### config.mk
export PLATFORM = sky130hd
export DESIGN_NAME = timer_entry_ctrl
export DESIGN_NICKNAME = d
export VERILOG_FILES = /design/src/rtl/timer_entry_pkg.sv /design/src/rtl/tick_divider.sv /design/src/rtl/timer_entry_ctrl.sv
export SDC_FILE = /design/constraint.sdc
export NUM_CORES = 1
export LEC_CHECK = 0
export CAP_MARGIN = 5
export CORE_AREA = 5 5 72 74
export CTS_CLUSTER_DIAMETER = 200
export DETAILED_ROUTE_END_ITERATION = 8
export DIE_AREA = 0 0 77 79
export DONT_BUFFER_PORTS = 1
export SLEW_MARGIN = 25
export SYNTH_ARGS = -nofsm -noshare
export SYNTH_HDL_FRONTEND = slang
export SYNTH_HIERARCHICAL = 1
export SYNTH_SLANG_ARGS = --single-unit
### constraint.sdc
create_clock -name clk -period 4.21 [get_ports clk]
set_clock_uncertainty 0.2 [all_clocks]
set_input_delay 0.421 -clock clk [delete_from_list [all_inputs] [get_ports clk]]
set_output_delay 0.421 -clock clk [all_outputs]
set_load 0.02 [all_outputs]
### src/rtl/timer_entry_pkg.sv
// -----------------------------------------------------------------------------
// timer_entry_pkg
//   Shared types and helpers for the microwave timer keypad entry front end.
//   - bcd_t          : one BCD digit
//   - key_state_t    : key FSM states (IDLE, PRESS, HELD, RELEASE)
//   - BCD_BLANK      : value of an empty digit position
//   - onehot_to_bcd  : index of the set bit of a one-hot key code
// -----------------------------------------------------------------------------
package timer_entry_pkg;

    typedef logic [3:0] bcd_t;

    typedef enum logic [1:0] {
        IDLE    = 2'd0,
        PRESS   = 2'd1,
        HELD    = 2'd2,
        RELEASE = 2'd3
    } key_state_t;

    localparam bcd_t BCD_BLANK = 4'h0;

    // Widest key vector the encoder accepts; narrower vectors are zero-extended.
    localparam int KEY_MAX = 16;

    // Callers only pass validated one-hot codes, so the highest set bit is the
    // only set bit.
    function automatic bcd_t onehot_to_bcd(input logic [KEY_MAX-1:0] onehot);
        bcd_t v;
        v = BCD_BLANK;
        for (int i = 0; i < KEY_MAX; i++) begin
            if (onehot[i]) v = 4'(i);
        end
        return v;
    endfunction

endpackage

### src/rtl/tick_divider.sv
// -----------------------------------------------------------------------------
// tick_divider
//   Seconds timebase. Counts 0..DIV-1 while run is high and emits a one-cycle
//   tick in the cycle after the count reaches DIV-1. While run is low the count
//   is held at 0, so every run period starts a fresh full interval.
// Ports:
//   clk   in  system clock, rising edge
//   rstn  in  asynchronous active-low reset
//   run   in  1 = count, 0 = hold count at 0
//   tick  out one-cycle pulse every DIV cycles of run
// -----------------------------------------------------------------------------
module tick_divider #(
    parameter int DIV = 100
) (
    input  logic clk,
    input  logic rstn,
    input  logic run,
    output logic tick
);

    localparam int CW = (DIV > 1) ? $clog2(DIV) : 1;

    logic [CW-1:0] count;
    logic          at_top;

    assign at_top = (count == CW'(DIV - 1));

    always_ff @(posedge clk or negedge rstn) begin
        if (!rstn) begin
            count <= '0;
            tick  <= 1'b0;
        end else begin
            // Gating with run means a period cut short by run falling never ticks.
            tick <= run && at_top;
            if (!run || at_top) begin
                count <= '0;
            end else begin
                count <= count + CW'(1);
            end
        end
    end

endmodule

### src/rtl/timer_entry_ctrl.sv
// -----------------------------------------------------------------------------
// timer_entry_ctrl
//   Keypad entry and timebase front end for the microwave timer. Turns a raw
//   one-hot key vector into accepted BCD digits, shifts them into an
//   NDIGITS-deep entry buffer and produces the seconds tick in run mode.
//
// Build option:
//   KEY_DEBOUNCE_EN  defined   : PRESS and RELEASE need DEB_CYCLES stable samples
//                    undefined : accept on the registered key edge, release on
//                                the first key==0 sample
// Ports:
//   clk      in   system clock, rising edge
//   rstn     in   asynchronous active-low reset
//   enablen  in   0 = entry mode (keys live), 1 = run mode (tick live)
//   clr      in   synchronous clear of the entry buffer
//   key      in   raw keys, active high, key[i] = digit i
//   d        out  last accepted digit (BCD)
//   loadn    out  active-low one-cycle strobe per stored digit
//   digits   out  entry buffer, [3:0] = newest digit
//   ndig     out  number of valid digits, saturates at NDIGITS
//   full     out  ndig == NDIGITS
//   pgt_1hz  out  one-cycle seconds tick, run mode only
// -----------------------------------------------------------------------------
module timer_entry_ctrl
    import timer_entry_pkg::*;
#(
    parameter int NKEYS      = 10,
    parameter int NDIGITS    = 4,
    parameter int DIV        = 100,
    parameter int DEB_CYCLES = 4,
    parameter int OVERWRITE  = 0
) (
    input  logic                           clk,
    input  logic                           rstn,
    input  logic                           enablen,
    input  logic                           clr,
    input  logic [NKEYS-1:0]               key,
    output logic [3:0]                     d,
    output logic                           loadn,
    output logic [4*NDIGITS-1:0]           digits,
    output logic [$clog2(NDIGITS+1)-1:0]   ndig,
    output logic                           full,
    output logic                           pgt_1hz
);

    localparam int DIG_W  = 4 * NDIGITS;
    localparam int NDIG_W = $clog2(NDIGITS + 1);

    key_state_t       state;
    logic [NKEYS-1:0] first_key;
    logic             key_nz;
    logic             key_multi;
    logic             stable_done;
    logic             accept;
    logic             store;
    bcd_t             enc;

    assign key_nz    = |key;
    // More than one bit set: clearing the lowest set bit leaves something.
    assign key_multi = |(key & (key - NKEYS'(1)));
    assign enc       = onehot_to_bcd(KEY_MAX'(first_key));
    assign full      = (ndig == NDIG_W'(NDIGITS));

`ifdef KEY_DEBOUNCE_EN
    localparam int CNT_W = $clog2(DEB_CYCLES + 2);

    // Number of consecutive stable samples seen so far in PRESS/RELEASE. The
    // sample that caused entry (taken in IDLE or HELD) already counts as one.
    logic [CNT_W-1:0] stab_cnt;

    assign stable_done = (stab_cnt >= CNT_W'(DEB_CYCLES - 1));

    always_ff @(posedge clk or negedge rstn) begin
        if (!rstn) begin
            stab_cnt <= '0;
        end else if (state == IDLE || state == HELD) begin
            stab_cnt <= CNT_W'(1);
        end else if (!stable_done) begin
            stab_cnt <= stab_cnt + CNT_W'(1);
        end
    end
`else
    // Without debounce every legal configuration finishes PRESS and RELEASE
    // after a single sample.
    assign stable_done = (DEB_CYCLES >= 1);
`endif

    // A press completes when the captured code is still present and stable.
    assign accept = !enablen && (state == PRESS) && (key == first_key) && stable_done;
    // clr beats a simultaneous accept; a full buffer swallows the press unless
    // overwriting is allowed.
    assign store  = accept && !clr && (!full || (OVERWRITE != 0));

    always_ff @(posedge clk or negedge rstn) begin
        if (!rstn) begin
            state     <= IDLE;
            first_key <= '0;
            d         <= BCD_BLANK;
            loadn     <= 1'b1;
            digits    <= '0;
            ndig      <= '0;
        end else begin
            loadn <= 1'b1;

            if (enablen) begin
                state <= IDLE;
            end else begin
                case (state)
                    IDLE: begin
                        if (key_nz) begin
                            // Chords are never accepted; wait for full release.
                            if (key_multi) begin
                                state <= HELD;
                            end else begin
                                state     <= PRESS;
                                first_key <= key;
                            end
                        end
                    end
                    PRESS: begin
                        if (key != first_key) begin
                            state <= IDLE;
                        end else if (stable_done) begin
                            state <= HELD;
                        end
                    end
                    HELD: begin
                        if (!key_nz) state <= RELEASE;
                    end
                    RELEASE: begin
                        if (key_nz) begin
                            state <= HELD;
                        end else if (stable_done) begin
                            state <= IDLE;
                        end
                    end
                    default: state <= IDLE;
                endcase
            end

            if (clr) begin
                digits <= '0;
                ndig   <= '0;
            end else if (store) begin
                loadn  <= 1'b0;
                d      <= enc;
                // Shifting left drops the oldest digit when the buffer is full.
                digits <= (digits << 4) | DIG_W'(enc);
                if (!full) ndig <= ndig + NDIG_W'(1);
            end
        end
    end

    tick_divider #(
        .DIV (DIV)
    ) u_tick_divider (
        .clk  (clk),
        .rstn (rstn),
        .run  (enablen),
        .tick (pgt_1hz)
    );

endmodule

Yosys cells after proc, flatten, opt, wreduce, memory -nomap -nowiden
Cells that the tools add are included.
- bits in registers: 44
- bits of input ports: 14
- output and inout bits: 26
- logic and storage cells: 67
- add/subtract/negate cells: 3
- equal/unequal tests: 10
- muxes and demuxes: 24
- bitwise gates (word level): 5
- reductions and logical operators: 17
- operator list (operator ; number):
    2-to-1 mux 16 bit ; 2
    2-to-1 mux 3 bit ; 7
    OR reduction 10 bit ; 2
    2-to-1 mux 2 bit ; 8
    OR 16 x 4 -> 16 bit ; 1
    AND 10 bit ; 1
    equality test 10 bit ; 1
    != test 10 bit ; 1
    subtractor 10 x 1 -> 10 bit, second input constant ; 1
    2-to-1 mux 4 bit ; 2
    case mux 2 bit (4 select lines) ; 1
    adder 7 x 1 -> 7 bit, second input constant ; 1
    equality test 7 bit, second input constant ; 1
    2-to-1 mux 7 bit ; 1
    != test 3 bit, second input constant ; 2
    AND reduction 2 bit ; 3
    logical AND 1 bit ; 5
    equality test 2 bit, second input constant ; 2
    AND reduction 4 bit ; 1
    adder 3 x 1 -> 3 bit, second input constant ; 1
    equality test 3 bit, second input constant ; 1
    zero test 1 bit ; 3
    2-to-1 mux 1 bit ; 3
    inverter 1 bit ; 3
    5 further kinds ; 5

Depth between registers and ports, before layout
- depth in word-level cells: 12
- depth in mapped cells: 8
- depth with buffers taken out: 7

By module
Netlist, hierarchy kept.
- modules (own cells, without submodules) (module ; instances ; cells an instance ; area each (µm²) ; sequential area each (µm²)):
    timer_entry_ctrl ; 1 ; 177 ; 1794.2 ; 902.1
    tick_divider ; 1 ; 33 ; 346.6 ; 200.2

Worst setup path after synthesis
No wires, ideal clock.
- path type: in2reg
- start: input key[3]
- end: register first_key[0]
- setup time: 125 ps
- arrival: 2365 ps
- required time: 3885 ps
- slack: 1520 ps
- stages: 5
- path buffers: 0
- path through: or4_1 or3b_1 a21o_1 nor4_4 mux2_2
- cells in the longest elaborated chain, start to end: 5
- elaborated cells between the ends (all ways): 6
- classes of those cells: 1 x add/sub; 2 x bitwise; 3 x reduce/logical
- RTL lines (what ; line ; text):
    start: declaration ; timer_entry_ctrl.sv:37 ; input logic [NKEYS-1:0] key,
    subtractor 10 x 1 -> 10 bit ; timer_entry_ctrl.sv:60 ; assign key_multi = |(key & (key - NKEYS'(1)));
    AND 10 bit ; timer_entry_ctrl.sv:60 ;
    OR reduction 10 bit ; timer_entry_ctrl.sv:60 ;
    inverter 1 bit (no line) ; n/a ;
    AND reduction 4 bit (no line) (*) ; n/a ;
    end signal: assignment ; timer_entry_ctrl.sv:116 ; first_key <= key;
    end: declaration ; timer_entry_ctrl.sv:50 ; logic [NKEYS-1:0] first_key;
Every way passes the cells marked *; elsewhere a longest branch is shown, timed or not.
A chain may end at the register's enable or synchronous reset.

Final worst setup path
- start: input key[3]
- end: register first_key[8]
The elaborated chain is that of the path after synthesis.

==> parameters.txt <==
Parameter                              Value

Floorplanning
  Die Span X    ~77 um
  Number of rows in the core area    25
  Initial core utilization    between 40% and 50%
  Total Die Area    between 6000 and 7000 um^2
  Y dimension of the die    roughly 80 um
  I/O Pins    40
  Placeable Area    roughly 4500 um^2

Synthesis
  Total of flip-flops plus latches after synthesis    44
  Post-synthesis net count    227
  Most numerous cell in the Yosys netlist    dfrtp_1
  Cell types occupying the most area after synthesis    dfrtp_1, nand2b_1, o21ai_0
  Number of enable-type register cells in the synthesized netlist    0
  Cell taking the most area after synthesis    dfrtp_1
  Ys flop type    dfrtp_1
  Ys Warns    6
  Mean area per synthesized cell    10.19 um^2
  Total standard cell area after synthesis    about 2100 um^2
  Number of unique standard cell types used by synthesis    44
  Area share of the leading cell type in the synthesized netlist    approximately half
  Proportion of register bits with asynchronous set or reset after synthesis    100.0%
  Proportion of synthesized chip area in sequential cells    ~50%
  Number of standard cells after synthesis    210
  Most used standard cells in the synthesized netlist    dfrtp_1, o21ai_0, nand2b_1

Detailed routing
  Post-route antenna net violation count    0
  1st-pass router iterations    4
  Wirelength, routed    4489 um
  Total via count in the routed design    1544
  WL/cell    roughly 17 um
  First-iteration detailed-routing DRC count    77
  Remaining routing DRC violations    0
  Detailed-route vias per instance    5.719

Clocking
  Number of buffers inserted during clock tree synthesis    5
  CTS clk-pin slew, worst paths    about 80 ps
  Sinks on Clock Net    44
  Buffers inserted during post-CTS setup optimization    0
  Deepest clock path buffer count    2
  Clock Latency Late Sink    about 290 ps
  TritonCTS clock tree    yes
  Clock root buffer master    clkbuf_8
  H-Tree Depth    2

Finish
  Fraction of final layout cells with drive strength greater than 1    a little over a tenth
  # nets final    232
  Number of fillers in the final layout    406
  Sequential Area    around 1100 um^2
  ANT cells    0
  Util after Layout    51.48%
  Area of the multi-input gates    between 900 and 1000 um^2
  Area growth from synthesis to final layout    9.059%

Worst setup path
  Type of element launching the critical path    primary input
  Worst Path Arrival    between 2000 and 3000 ps
  Worst endpoint required time    around 4200 ps
  Worst setup path startpoint    key[3]
  Worst R2R Start    ndig[0]$_DFFE_PN0P_
  Kind of critical path    in2reg
  Category of the worst setup path capture point    flop
  R2r worst-path depth    7
  RR Endpoint    digits[2]$_DFFE_PN0P_
  Highest fanout seen on the critical path    10
  Setup slack of the most critical reg-to-reg path    1840 ps
  CP endpoint    first_key[8]$_DFFE_PN0P_

Place
  Number of buffer cells added on primary ports    0
  Detailed placer's ending HPWL    ~3200 um
  Routability congestion estimate from global placement    around 0.76

Job
  Max-cap violations    0

Timing
  Slew @ Worst Pin    673.6 ps
  Worst Hold Slack    16.12 ps
  Post-route fraction of the period consumed by the critical path    62.46%
  Pins Over Slew Limit    0
  Relative slew slack    between 50% and 60%
  Setup violation total in the final timing report    0
  Min cycle time layout    between 2000 and 3000 ps
  Final hold violations    0
  Post-Route Setup TNS    0 ps
  Setup repair after global routing missed its margin    false
  Highest attainable clock frequency    between 300 and 400 MHz

GRT
  Global-route wire length before repair    7707 um
  Largest net degree at the start of global routing    45
  Number of global-route vias before repair    about 1.6k
  Total congestion overflow after global routing    0
  Antenna violations before repair    0
  GR Util All Layers    around 16%

Power and ir drop
  Largest vdd supply drop    around 0.00015 V
  Power per standard cell area    319.7 nW/um^2
  Total power    between 700 and 800 uW
  Leakage dissipation    roughly 0.001 uW

Min path
  Class of the most critical hold timing path    in2reg

Status
  Run status    finished clean
## logic make-up (layout without fill, tap and decap cells)
logic type	count (synthesis)	in the layout	share of synthesized area, %
simple gates	78	78	20.40
flops	44	44	51.49
compound gates	45	45	12.98
fa+ha+maj	4	4	2.221
buf+inv	17	23	2.981
mux	8	8	4.208
xor+xnor	14	14	5.727
## where the power goes
part | switching, uW | internal [uW]
Sequential | 9.45 | 431
Clock | 137 | 117
Combinational | 25.8 | 26.5
Total | 173 | 574
## through the flow
stage / cell area, um^2 / std cells / setup slack (ps)
detailed placement: 2196 / 258 / 1271
global placement: 2196 / 258 / 1356
CTS: 2335 / 270 / 1581
finish: 2335 / 270 / 1581
global route: 2335 / 270 / 1491
floorplan: 2141 / 210 / 1520
## repair_timing
action                    in CTS  in global routing
hold buffers                   4                  0
gates resized for setup        0                  0
hold endpoints to repair      47                  0
## registers in the layout, summed over array words and instances (netlist names)
name and cells:
loadn 1, u_tick_divider/count 7, state 2, digits 16, first_key 10, u_tick_divider/tick 1
ndig 3, d 4
## critical path, cell delays in order
cell    delay, ps
or4_1         580
or3b_1        430
a21o_1        250
nor4_4        520
mux2_2        410
## layout make-up
| class | count | area share, % |
|---|---|---|
| Multi-Input combinational cell | 149 | 42.01 |
| Tap cell | 54 | 2.894 |
| Clock buffer | 7 | 3.269 |
| Timing Repair Buffer | 5 | 2.787 |
| Sequential cell | 44 | 47.21 |
| Clock inverter | 1 | 0.2144 |
| Inverter | 10 | 1.608 |
## worst min path at each step
| stage | slack (ps) | from | to | cells after the start |
|---|---|---|---|---|
| 2_1_floorplan | -70 | rstn | d[0]$_DFFE_PN0P_ | 0 |
| 3_3_place_gp | -70 | rstn | digits[10]$_DFFE_PN0P_ | 0 |
| 3_5_place_dp | -70 | rstn | digits[10]$_DFFE_PN0P_ | 0 |
| 4_1_cts | 6 | clr | ndig[1]$_DFFE_PN0P_ | 1 |
| 5_1_grt | 3 | clr | ndig[1]$_DFFE_PN0P_ | 1 |
| 6_report | 20 | clr | ndig[1]$_DFFE_PN0P_ | 1 |
## layout by cell type (no fill, tap or decap), drive strengths merged, types with 3 or more instances in the layout
| master | count |
|---|---|
| inv | 10 |
| dlygate4sd3 | 3 |
| nor3 | 5 |
| xor2 | 4 |
| nand4 | 3 |
| o21ai | 23 |
| o2bb2ai | 3 |
| xnor2 | 10 |
| nor4 | 4 |
| a21oi | 7 |
| or3 | 3 |
| mux2 | 8 |
| nor2 | 13 |
| dfrtp | 43 |
| ha | 3 |
| nand2 | 18 |
| nand2b | 19 |
| clkbuf | 7 |
## metal layers
layer  vias up  track usage (%)  part of all wire (%)
met1       754            19.34                    43
met3         7            6.916                   8.6
met5         -                0                     0
met4         0            4.639                   1.2
met2        43            25.21                    47
li1        740                -                     -
No activity file was read; power rests on OpenSTA's default activity.
